File: config.mk
export PLATFORM = sky130hd
export DESIGN_NAME = tt_um_lathe_spindle_mon
export DESIGN_NICKNAME = d
export VERILOG_FILES = /design/src/rtl/lathe_mon_pkg.sv /design/src/rtl/sync_edge.sv /design/src/rtl/tt_um_lathe_spindle_mon.sv
export SDC_FILE = /design/constraint.sdc
export NUM_CORES = 1
export LEC_CHECK = 0
export BUFFER_PORTS_ARGS = -buffer_cell sky130_fd_sc_hd__buf_2
export CAP_MARGIN = 20
export CORE_MARGIN = 1.5
export CORE_UTILIZATION = 50
export DETAILED_ROUTE_END_ITERATION = 10
export PLACE_DENSITY = 0.76
export SYNTH_ARGS = -nofsm -noshare
export SYNTH_HDL_FRONTEND = slang
export SYNTH_SLANG_ARGS = --single-unit
File: constraint.sdc
create_clock -name clk -period 2.2 [get_ports clk]
set_input_delay 0.33 -clock clk [delete_from_list [all_inputs] [get_ports clk]]
set_output_delay 0.33 -clock clk [all_outputs]
set_load 0.01 [all_outputs]
File: src/rtl/lathe_mon_pkg.sv
// Shared types and defaults for the lathe spindle feedback monitor.
package lathe_mon_pkg;

  typedef enum logic [1:0] {
    ST_IDLE    = 2'd0,
    ST_SPINUP  = 2'd1,
    ST_RUNNING = 2'd2,
    ST_FAULT   = 2'd3
  } state_e;

  localparam logic [1:0] FC_NONE    = 2'd0;
  localparam logic [1:0] FC_NOSTART = 2'd1;
  localparam logic [1:0] FC_STALL   = 2'd2;

  localparam int MIN_PULSES_DEF     = 4;
  localparam int SPINUP_WINDOWS_DEF = 3;

  function automatic logic [7:0] sat_inc(input logic [7:0] v, input logic inc);
    return (inc && (v != 8'hFF)) ? v + 8'd1 : v;
  endfunction

endpackage

File: src/rtl/sync_edge.sv
// 2-FF synchronizer, optionally followed by a registered rising-edge pulse
// (edge appears 3 cycles after the pin rises).
module sync_edge #(
  parameter int W    = 1,
  parameter bit EDGE = 1'b0
) (
  input  logic         clk,
  input  logic         rst_n,
  input  logic         ena,
  input  logic [W-1:0] d_i,
  output logic [W-1:0] q_o,
  output logic [W-1:0] rise_o
);

  logic [W-1:0] s1_q, s2_q;

  always_ff @(posedge clk or negedge rst_n) begin
    if (!rst_n) begin
      s1_q <= '0;
      s2_q <= '0;
    end else if (ena) begin
      s1_q <= d_i;
      s2_q <= s1_q;
    end
  end

  assign q_o = s2_q;

  generate
    if (EDGE) begin : g_edge
      logic [W-1:0] s3_q, rise_q;
      always_ff @(posedge clk or negedge rst_n) begin
        if (!rst_n) begin
          s3_q   <= '0;
          rise_q <= '0;
        end else if (ena) begin
          s3_q   <= s2_q;
          rise_q <= s2_q & ~s3_q;
        end
      end
      assign rise_o = rise_q;
    end else begin : g_no_edge
      assign rise_o = '0;
    end
  endgenerate

endmodule

File: src/rtl/tt_um_lathe_spindle_mon.sv
// Spindle feedback monitor: counts tach edges per gate window and flags
// no-start / stall against the contactor command.
module tt_um_lathe_spindle_mon
  import lathe_mon_pkg::*;
#(
`ifdef COCOTB_SIM
  parameter int GATE_CYCLES    = 16,
`else
  parameter int GATE_CYCLES    = 50_000_000,
`endif
  parameter int MIN_PULSES     = MIN_PULSES_DEF,
  parameter int SPINUP_WINDOWS = SPINUP_WINDOWS_DEF
) (
  input  logic       clk,
  input  logic       rst_n,
  input  logic       ena,
  input  logic [7:0] ui_in,
  output logic [7:0] uo_out,
  input  logic [7:0] uio_in,
  output logic [7:0] uio_out,
  output logic [7:0] uio_oe
);

  localparam int GW = $clog2(GATE_CYCLES) + 1;
  localparam int WW = $clog2(SPINUP_WINDOWS) + 1;
  localparam logic [GW-1:0] GATE_LAST = GW'(GATE_CYCLES - 1);
  localparam logic [7:0]    MIN_P     = 8'(MIN_PULSES);
  localparam logic [WW-1:0] SPIN_WIN  = WW'(SPINUP_WINDOWS);

  logic [1:0] ctl_s, ctl_rise_unused;
  logic       tach_edge;
  logic       cmd_s, clr_s;

  sync_edge #(.W(2), .EDGE(1'b0)) u_sync_ctl (
    .clk(clk), .rst_n(rst_n), .ena(ena),
    .d_i({ui_in[2], ui_in[0]}), .q_o(ctl_s), .rise_o(ctl_rise_unused)
  );

  logic tach_s_unused;
  sync_edge #(.W(1), .EDGE(1'b1)) u_sync_tach (
    .clk(clk), .rst_n(rst_n), .ena(ena),
    .d_i(ui_in[1]), .q_o(tach_s_unused), .rise_o(tach_edge)
  );

  assign cmd_s = ctl_s[0];
  assign clr_s = ctl_s[1];

  state_e        state_q, state_d;
  logic [1:0]    code_q, code_d;
  logic [GW-1:0] gate_q, gate_d;
  logic [7:0]    pulse_q, pulse_d;
  logic [WW-1:0] win_q, win_d;
  logic [7:0]    last_q, last_d;
  logic          armed_q, armed_d;
  logic [7:0]    uo_q, uo_d;

  logic       win_close;
  logic [7:0] closing;
  logic [WW-1:0] win_inc;

  assign win_close = (gate_q == GATE_LAST);
  assign closing   = sat_inc(pulse_q, tach_edge);
  assign win_inc   = win_q + 1'b1;

  always_comb begin
    state_d = state_q;
    code_d  = code_q;
    gate_d  = '0;
    pulse_d = '0;
    win_d   = '0;
    last_d  = last_q;
    // Restart needs cmd seen low while idle, so a held cmd cannot re-arm.
    armed_d = (state_q == ST_IDLE) && (armed_q || !cmd_s);

    if (state_q == ST_SPINUP || state_q == ST_RUNNING) begin
      win_d = win_q;
      if (!win_close) begin
        gate_d  = gate_q + 1'b1;
        pulse_d = sat_inc(pulse_q, tach_edge);
      end
    end

    case (state_q)
      ST_IDLE: begin
        if (cmd_s && armed_q) state_d = ST_SPINUP;
      end
      ST_SPINUP: begin
        if (!cmd_s) begin
          state_d = ST_IDLE;
        end else if (win_close) begin
          last_d = closing;
          win_d  = win_inc;
          if (closing >= MIN_P) begin
            state_d = ST_RUNNING;
          end else if (win_inc >= SPIN_WIN) begin
            state_d = ST_FAULT;
            code_d  = FC_NOSTART;
          end
        end
      end
      ST_RUNNING: begin
        if (!cmd_s) begin
          state_d = ST_IDLE;
        end else if (win_close) begin
          last_d = closing;
          if (closing < MIN_P) begin
            state_d = ST_FAULT;
            code_d  = FC_STALL;
          end
        end
      end
      default: begin
        if (clr_s && !cmd_s) begin
          state_d = ST_IDLE;
          code_d  = FC_NONE;
        end
      end
    endcase

    uo_d = {2'b00, state_d, code_d, state_d == ST_FAULT, state_d == ST_RUNNING};
  end

  always_ff @(posedge clk or negedge rst_n) begin
    if (!rst_n) begin
      state_q <= ST_IDLE;
      code_q  <= FC_NONE;
      gate_q  <= '0;
      pulse_q <= '0;
      win_q   <= '0;
      last_q  <= '0;
      armed_q <= 1'b0;
      uo_q    <= '0;
    end else if (ena) begin
      state_q <= state_d;
      code_q  <= code_d;
      gate_q  <= gate_d;
      pulse_q <= pulse_d;
      win_q   <= win_d;
      last_q  <= last_d;
      armed_q <= armed_d;
      uo_q    <= uo_d;
    end
  end

  assign uo_out  = uo_q;
  assign uio_out = last_q;
  assign uio_oe  = 8'hFF;

  wire unused_ok = &{1'b0, uio_in, ui_in[7:3], ctl_rise_unused, tach_s_unused};

endmodule

---- After elaboration in Yosys (flattened, before gate mapping) ----
Cells that the tools add are included.
storage, ports and cells
  output and inout port bits .............. 24
  word-level logic and storage cells ...... 66
  input bits .............................. 19
  flip-flop bits (word level) ............. 65
cells by class
  reductions and logical operators ........ 10
  bitwise operators ....................... 2
  add/subtract/negate cells ............... 3
  equal/unequal tests ..................... 6
  mux-type cells .......................... 28
  order comparisons ....................... 3
operators by type and width
  operator               number
  $mux 27                2
  $mux 2                 17
  $add 27x1->27 const B  1
  $eq 27x26->1 const B   1
  $mux 8                 3
  $mux 3                 4
  $pmux 2 s3             2
  $add 8x1->8 const B    1
  $ge 8x3->1 const B     1
  $lt 8x3->1 const B     1
  $ne 8x8->1 const B     1
  $eq 2x2->1 const B     3
  $logic_and 1x1->1      4
  $reduce_and 4->1       1
  $add 3x1->3 const B    1
  $ge 3x2->1 const B     1
  $eq 2x1->1 const B     1
  $logic_not 2->1        1
  $logic_or 1x1->1       2
  $reduce_or 2->1        1
  $and 1x1->1            1
  $logic_not 1->1        1
  $not 1->1              1

---- Depth between registers and ports, before layout ----
Gate-level depths: netlist of the first run.
  depth after elaboration ................. 9
  depth in mapped cells ................... 10
  gate-level depth less buffers ........... 8

---- Modules after synthesis ----
Synthesis of the first run repeated with hierarchy kept, for this count alone.
second synthesis, totals
  cell total of the unflattened synthesis .. 389
  area, all modules ....................... 3492.1 um^2
modules (own cells, without submodules)
  module                    cells an instance  seq. area each (um^2)  area each (um^2)  instances
  tt_um_lathe_spindle_mon   368                1326.3                 3178.0            1
  sync_edge at u_sync_ctl   11                 100.1                  163.9             1
  sync_edge at u_sync_tach  10                 100.1                  150.1             1

---- Least setup slack after synthesis of the first run ----
No wires, ideal clock.
  path type ............................... register to register
  start point ............................. register gate_q[0]
  end point ............................... register pulse_q[0]
  path buffers ............................ 2
  required time ........................... 2075 ps
  clock period less this slack ............ 2028 ps
  arrival ................................. 1903 ps
  cell stages (with the launch flop) ...... 10
  library setup time ...................... 125 ps
  path slack .............................. 172 ps
  path through ............................ dfrtp_1 -> ha_1 -> and4_2 -> clkbuf_2 -> nand2_1 -> nor3_2 -> nor2b_1 -> clkbuf_2 -> a21o_1 -> mux2_2
on the way
  cells in the longest elaborated chain, start to end .. 3
RTL lines
  element                 RTL line                        source
  from (decl)             tt_um_lathe_spindle_mon.sv:50   logic [GW-1:0] gate_q, gate_d;
  from (signal assigned)  tt_um_lathe_spindle_mon.sv:136  gate_q <= gate_d;
  $eq 27x26->1            tt_um_lathe_spindle_mon.sv:61   assign win_close = (gate_q == GATE_LAST);
  $mux 8                  tt_um_lathe_spindle_mon.sv:77   if (!win_close) begin
  $mux 8                  tt_um_lathe_spindle_mon.sv:75   if (state_q == ST_SPINUP || state_q == ST_RUNNING) begin
  to (signal assigned)    tt_um_lathe_spindle_mon.sv:137  pulse_q <= pulse_d;
  to (decl)               tt_um_lathe_spindle_mon.sv:51   logic [7:0] pulse_q, pulse_d;
Every way passes these cells.
A chain may end at the register's enable or synchronous reset.

---- Worst setup path after layout of the first run ----
  start point ............................. register gate_q[2]
  end point ............................... register gate_q[19]
on the way
  cells in the longest elaborated chain, start to end .. 3
  elaborated cells on any way between the ends .. 4
  those cells by class .................... add/sub: 1; eq/ne: 1; mux: 2
RTL lines
  element                                               RTL line
  $add 27x1->27 / $eq 27x26->1 (equally long branches)  tt_um_lathe_spindle_mon.sv:78, tt_um_lathe_spindle_mon.sv:61
  $mux 27 *                                             tt_um_lathe_spindle_mon.sv:77
  $mux 27 *                                             tt_um_lathe_spindle_mon.sv:75
Mark *: on every way between the ends. The rest lies on a longest branch, timed or not.

==> results.md, run 1 <==
- Status: completed
- Placed cells: roughly 550
- Most frequent cells in the layout: dfrtp_1 (59), nand2_1 (56), o21ai_0 (49)
- Layout cell share with drive strength beyond 1: 21.41%
- Initial Util: between 50 and 60%
- Total Routed Length: between 8000 and 9000 um
- Vertical die dimension: ~90 um
- Min-Delay Path Class: primary input to flip-flop
- Worst-path clk slew: around 0.060 ns
- Worst skew pair latency: 0.36 ns
- Slew @ Worst Pin: 0.5208 ns
- Non-Filler Instances: 566
- Clk root buf: clkbuf_8
- Most common cell after layout, fill and taps aside: dfrtp_1
- Maximum VDD drop: roughly 0.45 mV
- Hold Fails Final Rpt: 0
- Critical path type: flip-flop to flip-flop
- Distinct cells, synth: 65
- Cell Chain, Critical Path: nand3_2, or3_1, or4_4, nor2_2, xor2_1, a22o_1
- Post-synth EDFFs: 0
- Worst Setup SP: gate_q[2]$_DFFE_PN0P_
- Depth of the worst register-to-register path: 6
- CTS Buf Count: 9
- Core region area: 0.007253 mm2
- Endpoints failing setup: 0
- Gr ovfl total: 0
- YS warnings: 0
- Syn Area/Cell: 8.729 um2
- Via Count: around 3300
- Critical Path Sink Type: flip-flop
- Relative slew slack: between 60% and 70%
- Io pins: 43
- Min cycle time layout: 2.123 ns
- Skew final: 0.01255 ns
- Largest net degree at the start of global routing: 41
- Vias in the first global route: about 3100
- H-tree Lvls: 3
- DRT antenna net count: 0
- Routed length per instance: 15.67 um
- Nets: 490
- Max_cap viols: 0
- Max FO, Critical Path: 6
- Post-Synthesis Cells: 428
- Post-Syn Area: 0.003736 mm2
- PD cells: about 650 mW/mm2
- P&R area growth vs syn: 16.04%
- Seq/Total Area, Yosys: 40.86%
- CTS tree: built
- Antenna diode count: 0
- R2r endpoint: gate_q[19]$_DFFE_PN0P_
- GP Congestion: 0.9451
- Die area: 0.008000 mm2
- Number of detailed-route iterations in the first pass: 4
- Avg Vias per Cell: between 5 and 6
- Leakage: roughly 1.9 nW
- Fmax: 471.0 MHz
- First-iteration detailed-routing DRC count: 197
- CP max stage delay: about 0.55 ns
- # rows: 31
- Chip Width: 89.44 um
- First-pass GRT wire length: between 10000 and 15000 um
- Dpl hpwl: 6135 um
- Pins over their slew limit: 0
- R2r setup slk: 0.08 ns
- Final Util: between 50% and 60%
- #FFs+latches synth: 61
- RR Startpoint: gate_q[2]$_DFFE_PN0P_
- Main synth FF type: dfrtp_1
- # DRC: 0
- Tcrit/Tclk final: 96.51%
- Critical path endpoint: gate_q[19]$_DFFE_PN0P_
- CTS Buffer Depth: 2
- Crit path DAT: approximately 2.4 ns
- WP data required: 2.43 ns
- # port buffers: 19
- Slowest CP cell: or4_4
- Startpoint types: flip-flop
- Post-synthesis async set-or-reset flop share: 100.0%
- Clock tree sinks: 61
- Initial antenna violation count: 0
- Gr usage total: 23.66%
-- timing repair --
| item | 4_1_cts | 5_1_grt |
|---|---|---|
| setup buffers | 0 | 2 |
| hold buffers | 1 | 0 |
| gates cloned | 0 | 0 |
| endpoints found under the setup margin | 4 | 22 |
| endpoints found under the hold margin | 21 | 0 |
| pin swaps | 0 | 4 |
| resized for setup | 4 | 21 |
-- flip-flops by register name (all words and copies together), names as in the netlist, 2 cells and up --
name and flops:
gate_q 27, pulse_q 8, state_q 2, u_sync_ctl.q_o 2, u_sync_ctl.s1_q 2, uio_out 8
uo_out 3, win_q 3
-- cells by family after synthesis --
| family | count (synthesis) | share of synthesized area (%) |
|---|---|---|
| other cells | 2 | 0.2010 |
| mux | 11 | 3.148 |
| simple gates | 160 | 22.87 |
| flops | 61 | 40.86 |
| fa+ha+maj | 8 | 2.679 |
| xor+xnor | 9 | 2.110 |
| compound gates | 122 | 20.66 |
| buf+inv | 55 | 7.468 |
-- cell type report --
type | count | area [um2]
clock inverter | 4 | 25.02
sequential | 61 | 1529
tap | 99 | 123.9
fill | 619 | 2918
inverter | 20 | 75.07
multi-input combinational | 320 | 2078
timing repair buffer | 51 | 362.8
clock buffer | 11 | 141.4
-- synthesized netlist by cell type, types with 4 or more instances --
library cell / count / share of area, %
clkbuf_2: 4 / 0.54
and3_1: 5 / 0.84
mux2_2: 6 / 1.8
mux2i_1: 5 / 1.3
clkbuf_1: 8 / 0.80
nand2_1: 56 / 5.6
and4_1: 7 / 1.6
buf_4: 10 / 2.0
o22ai_1: 5 / 0.84
buf_2: 9 / 1.2
o21a_1: 4 / 0.80
a22o_1: 9 / 2.1
dfrtp_1: 61 / 41
and2_1: 6 / 1.0
nand3_1: 21 / 2.8
nor3_1: 9 / 1.2
xor2_1: 5 / 1.2
a21oi_1: 20 / 2.7
ha_1: 8 / 2.7
o21ai_0: 51 / 6.8
nor2_1: 21 / 2.1
xnor2_1: 4 / 0.94
nand4_1: 9 / 1.5
o31ai_1: 7 / 1.4
inv_1: 19 / 1.9
-- where the power goes --
part | leakage (nW) | internal (mW) | total, mW | switching [mW]
sequential | 0.823 | 1.19 | 1.26 | 0.0672
clock | 0.0812 | 0.429 | 0.883 | 0.454
combinational | 0.957 | 0.279 | 0.688 | 0.410
-- through the flow --
stage | TNS, ns | area [um2] | hold WS, ns | setup slack [ns] | power, mW
after floorplan | 0 | 3766 | 0.03441 | 0.1724 | 1.681
after global placement | 0 | 4028 | 0.3298 | 0.05185 | 1.874
after detailed placement | -0.1176 | 4028 | 0.3327 | -0.04134 | 1.890
after CTS | 0 | 4225 | 0.1920 | 0.006468 | 2.793
after global routing | -0.03230 | 4335 | 0.2042 | -0.02200 | 2.976
final | 0 | 4335 | 0.2125 | 0.07681 | 2.829
-- how the worst min path moves through the flow --
stage | start | endpoint | slack [ns] | cells past startpoint
2_1_floorplan | rst_n | armed_q$_DFFE_PN0P_ | 0.03 | 0
3_3_place_gp | rst_n | uio_out[5]$_DFFE_PN0P_ | 0.33 | 1
3_5_place_dp | rst_n | uio_out[5]$_DFFE_PN0P_ | 0.33 | 1
4_1_cts | ui_in[2] | u_sync_ctl.s1_q[1]$_DFFE_PN0P_ | 0.19 | 2
5_1_grt | ui_in[2] | u_sync_ctl.s1_q[1]$_DFFE_PN0P_ | 0.20 | 2
6_report | ui_in[2] | u_sync_ctl.s1_q[1]$_DFFE_PN0P_ | 0.21 | 2
-- metal layers --
metal	wire (um)	part of all wire (%)	vias up	global-route usage, %
met5	0	0	-	0
met4	255	2.9	0	13.57
met3	383	4.3	27	5.171
met2	4193	47	97	37.46
met1	4034	45	1603	29.87
li1	-	-	1608	-
-- worst max-delay path, delay by kind of cell, from the launching register on --
| kind | cells | cell delay, ns |
|---|---|---|
| XOR/XNOR | 1 | 0.08 |
| AND/OR/NAND/NOR | 4 | 1.29 |
| AO/OA/AOI/OAI | 1 | 0.20 |
| flip-flops | 1 | 0.44 |
No activity file was read; power rests on OpenSTA's default activity.
==> run 2, diff against run 1 <==
PLACE_DENSITY = 0.73   (was 0.76)
clock period = 2.5 ns   (was 2.2 ns; I/O delays follow)
==> run 2 against run 1 <==
Compared with the run above: sequential power down 12%; power fell by 9.4%; global-route usage fell by 1.1 points; count of clock-buffer cells in the layout unchanged; largest cell class unchanged.
==> results.md, run 2 (same netlist as run 1, synthesis figures left out) <==
- Status: completed
- Hold_ws: 0.03557 ns
- CTS tree: built
- Overall power: 2.562 mW
- Vias in the first global route: 2955
- R2r endpoint: uo_out[1]$_DFFE_PN0P_
- Combinational power share: 19.7%
- Relative slew slack: between 50% and 60%
- Layout cell share with drive strength beyond 1: approximately 14%
- Min-Delay Path Class: primary input to asynchronous set/reset pin
- Initial antenna violation count: 0
- Total Routed Length: roughly 8400 um
- Met3 GRT Util: 7.018%
- Worst Slack Setup Final: 0.1884 ns
- Leakage: roughly 1.8 nW
- Placed cells: 532
- Core region area: between 0.007 and 0.008 mm2
- Startpoint types: flip-flop
- Number of detailed-route iterations in the first pass: 5
- Critical Path Sink Type: flip-flop
- Setup TNS: 0 ns
- Most common cell after layout, fill and taps aside: dfrtp_1
- Largest net degree at the start of global routing: 33
- Register share of total power: about 43%
- Most frequent cells in the layout: dfrtp_1 (61), nand2_1 (56), o21ai_0 (51)
- Sequential Area: around 0.0015 mm2
- Final Util: 56.55%
- Met2 Track Usage GR: 33.97%
- Pins over their slew limit: 0
- Skew final: between 0.008 and 0.009 ns
- Maximum VDD drop: 0.4388 mV
- Critical path type: flip-flop to flip-flop
- RR Startpoint: gate_q[0]$_DFFE_PN0P_
- # hold bufs at CTS: 0
- Min cycle time layout: 2.312 ns
- Avg Vias per Cell: 5.901
- Gr ovfl total: 0
- Endpoints failing setup: 0
- CTS Buf Count: 9
- Depth of the worst register-to-register path: 7
- Area of the multi-input gates: about 0.0020 mm2
- Clk root buf: clkbuf_8
- Worst-path clk slew: 0.07 ns
- Max FO, Critical Path: 7
- Dpl hpwl: a little under 6000 um
- # rows: 31
- Worst skew pair latency: 0.35 ns
- Switching Share: 29.96%
- H-tree Lvls: 3
- Gr usage total: 22.60%
- Crit path DAT: 2.55 ns
- Vertical die dimension: 89.44 um
- Post-Place Worst Slack: 0.2323 ns
- P&R area growth vs syn: 9.779%
- P_int: 1.795 mW
- CP max stage delay: ~0.40 ns
- Initial Util: 51.51%
- Placed cell areas: 0.003895 mm2
- Slowest CP cell: dfrtp_1
- Net Switching: 767.7 uW
- Fmax: 432.6 MHz
- R2r setup slk: 0.19 ns
- First-pass GRT wire length: around 14000 um
- First-iteration detailed-routing DRC count: 197
- Cell repeated most along the worst path: o31ai_1
- Design area: 0.004101 mm2
- CTS Buffer Depth: 2
- WP data required: roughly 2.7 ns
- Tcrit/Tclk final: 92.46%
- Setup bufs post-CTS: 0
- Antenna diode count: 0
- # port buffers: 19
- RSZ-0062 raised after global routing: false
- Top Usage Layer GRT: met2
- Met1 usage: 30.63%
- Biggest register: gate_q
- Fillcell total: 661
- Slew @ Worst Pin: 0.6077 ns
- # resized after CTS: 0
- Chip Width: 89.44 um
- PD cells: 624.8 mW/mm2
- DRT antenna net count: 0
- Via Count: about 3200
- Clock share of power: 37.0%
- GP Congestion: 0.8923
- Nets: 471
- Max FFs per register: 27
- Hold Fails Final Rpt: 0
- Non-Filler Instances: 548
- Clock tree sinks: 61
- Io pins: 43
- Die area: about 0.0080 mm2
- # DRC: 0
- Routed length per instance: 15.26 um
- Cell Chain, Critical Path: ha_1, and4_2, nand4_1, or2_1, o31ai_1, o31ai_1, o32ai_1
- Max_cap viols: 0
## run 2: area by class of cell
type                       count  area share, %
clock buffer                  11          3.203
tap                           99          3.020
timing repair buffer          32          5.003
sequential                    61          37.22
inverter                      20          1.830
clock inverter                 5          1.830
multi-input combinational    320          47.90
## run 2: power by group through the flow
stage	clock network [mW]	logic, mW	registers, mW
after global routing	1.01	0.560	1.12
after floorplan	0	0.366	1.11
after detailed placement	0	0.500	1.13
after CTS	0.964	0.503	1.11
after global placement	0	0.486	1.12
final	0.947	0.506	1.11
## run 2: routing by layer
layer,vias up,routed length (um)
met1,1525,3760
met5,-,0
met3,27,505
met4,0,174
li1,1567,-
met2,115,3924
## run 2: how the worst max path moves through the flow
stage | from | endpoint | slack, ns | cells past startpoint
6_report | gate_q[0]$_DFFE_PN0P_ | uo_out[1]$_DFFE_PN0P_ | 0.19 | 7
5_1_grt | pulse_q[1]$_DFFE_PN0P_ | uo_out[0]$_DFFE_PN0P_ | 0.02 | 8
4_1_cts | gate_q[0]$_DFFE_PN0P_ | uo_out[1]$_DFFE_PN0P_ | 0.21 | 7
3_3_place_gp | pulse_q[1]$_DFFE_PN0P_ | state_q[0]$_DFFE_PN0P_ | 0.27 | 8
2_1_floorplan | gate_q[0]$_DFFE_PN0P_ | pulse_q[0]$_DFFE_PN0P_ | 0.47 | 9
3_5_place_dp | gate_q[0]$_DFFE_PN0P_ | uo_out[1]$_DFFE_PN0P_ | 0.23 | 7
## run 2: critical path, delay by kind of cell (launching register included)
kind	cells	cell delay, ns
DFF	1	0.40
AOI/OAI and AO/OA	3	0.72
adders and majority gates	1	0.22
and+or+nand+nor	3	0.87
==> run 3, diff against run 2 <==
BUFFER_PORTS_ARGS = -buffer_cell sky130_fd_sc_hd__clkbuf_2   (was -buffer_cell sky130_fd_sc_hd__buf_2)
==> run 3 against run 2 <==
Compared with the run above: power down 5.0%; largest power group unchanged; combinational power up 5.3%; final area up 0.12%; critical path depth up 1; register-to-register slack about the same.
==> results.md, run 3 (same netlist as run 1, synthesis figures left out) <==
- Status: completed
- Die area: 0.008000 mm2
- Pins over their slew limit: 0
- Clk root buf: clkbuf_8
- GP Congestion: 0.9370
- Post-Place Worst Slack: 0.1327 ns
- Number of detailed-route iterations in the first pass: 5
- Vias in the first global route: 3045
- CTS tree: built
- Maximum VDD drop: 0.4687 mV
- Routed length per instance: ~15 um
- Vertical die dimension: 89.44 um
- RSZ-0062 raised after global routing: false
- PD cells: 592.7 mW/mm2
- Via Count: 3228
- Chip Width: 89.44 um
- Io pins: 43
- Relative slew slack: 49.66%
- CTS Buffer Depth: 2
- Crit path DAT: around 2.5 ns
- P&R area growth vs syn: 9.913%
- Critical Path Sink Type: flip-flop
- # resized after CTS: 0
- Setup bufs post-CTS: 0
- Hold_ws: 0.1740 ns
- Worst Slack Setup Final: 0.1871 ns
- Max FFs per register: 27
- R2r setup slk: approximately 0.19 ns
- First-iteration detailed-routing DRC count: 154
- # DRC: 0
- First-pass GRT wire length: 14250 um
- Max_cap viols: 0
- Avg Vias per Cell: 5.848
- # rows: 31
- Core region area: 0.007253 mm2
- Startpoint types: flip-flop
- Cell repeated most along the worst path: o31ai_1
- Max FO, Critical Path: 7
- Initial Util: 51.51%
- Min-Delay Path Class: primary input to asynchronous set/reset pin
- Antenna diode count: 0
- Min cycle time layout: 2.313 ns
- Clock tree sinks: a little over 60
- Gr usage total: 23.27%
- Skew final: ~0.0080 ns
- Endpoints failing setup: 0
- Most frequent cells in the layout: dfrtp_1 (61), nand2_1 (56), o21ai_0 (51)
- # hold bufs at CTS: 0
- WP data required: 2.71 ns
- Initial antenna violation count: 0
- Nets: 475
- Cell Chain, Critical Path: ha_1, nand4_1, mux2i_1, o31ai_1, buf_4, and2_1, o31ai_1, o21ai_0
- CTS Buf Count: 9
- Fmax: between 400 and 500 MHz
- H-tree Lvls: 3
- Layout cell share with drive strength beyond 1: 15.45%
- Slowest CP cell: dfrtp_1
- DRT antenna net count: 0
- Slew @ Worst Pin: between 0.7 and 0.8 ns
- # port buffers: 19
- Leakage: 1.767 nW
- Worst-path clk slew: about 0.070 ns
- Gr ovfl total: 0
- Biggest register: gate_q
- Dpl hpwl: about 5800 um
- Largest net degree at the start of global routing: 62
- Setup TNS: 0 ns
- Hold Fails Final Rpt: 0
- Total Routed Length: approximately 8500 um
- Worst skew pair latency: approximately 0.35 ns
- Tcrit/Tclk final: 92.52%
- Most common cell after layout, fill and taps aside: dfrtp_1
- CP max stage delay: 0.46 ns
- Critical path type: flip-flop to flip-flop
-- run 3: cell count changes in the layout (fill, tap and decap cells not counted), sizes merged --
| cell | delta |
|---|---|
| bufinv | -2 |
| clkbuf | +20 |
| clkinvlp | +1 |
| buf | -15 |
-- run 3: worst paths after layout --
path	cells past startpoint	start	endpoint
worst max-delay path	8	pulse_q[1]$_DFFE_PN0P_	state_q[0]$_DFFE_PN0P_
max in group asynchronous	2	rst_n	u_sync_ctl.s1_q[0]$_DFFE_PN0P_
worst max register to register	8	pulse_q[1]$_DFFE_PN0P_	state_q[0]$_DFFE_PN0P_
min in group clk	2	ui_in[2]	u_sync_ctl.s1_q[1]$_DFFE_PN0P_
worst min register to register	1	u_sync_tach.g_edge.s3_q$_DFFE_PN0P_	u_sync_tach.rise_o$_DFFE_PN0P_
worst min-delay path	2	rst_n	win_q[1]$_DFFE_PN0P_
-- run 3: cell type report --
| cell class | instances | area, um2 |
|---|---|---|
| clock inverters | 4 | 22.52 |
| multi-input cells | 320 | 1968 |
| repair buffers | 36 | 235.2 |
| inverters | 20 | 75.07 |
| well taps | 99 | 123.9 |
| clock buffers | 12 | 155.1 |
| fillers | 654 | 3147 |
| flip-flops and latches | 61 | 1526 |
-- run 3: critical path, delay by kind of cell (launching register included) --
kind            cells  cell delay (ns)
simple gates        2             0.37
buf+inv             1             0.16
mux                 1             0.20
compound gates      3             0.72
flops               1             0.46
fa+ha+maj           1             0.26
-- run 3: where the power goes --
part           switching (mW)  internal [mW]  leakage [nW]
clock network           0.388          0.408        0.0921
logic                   0.326          0.208         0.849
registers              0.0580           1.05         0.826
total                   0.771           1.66          1.77
-- run 3: stage by stage --
stage | power [mW] | instance area [um2] | util, % | std cells
6_report | 2.434 | 4106 | 56.62 | 552
5_1_grt | 2.570 | 4106 | 56.62 | 552
4_1_cts | 2.448 | 4103 | 56.56 | 552
3_5_place_dp | 1.649 | 3925 | 54.11 | 536
3_3_place_gp | 1.635 | 3925 | 54.11 | 536
2_1_floorplan | 1.479 | 3766 | - | 436
-- run 3: per-layer routing --
| layer | share of wire [%] | vias to the layer above | wire (um) | global-route usage [%] |
|---|---|---|---|---|
| met4 | 1.3 | 0 | 114 | 9.231 |
| met3 | 4.0 | 10 | 338 | 6.833 |
| met2 | 49 | 65 | 4154 | 37.87 |
| met1 | 46 | 1585 | 3912 | 29.07 |
| met5 | 0 | - | 0 | 0 |
| li1 | - | 1568 | - | - |
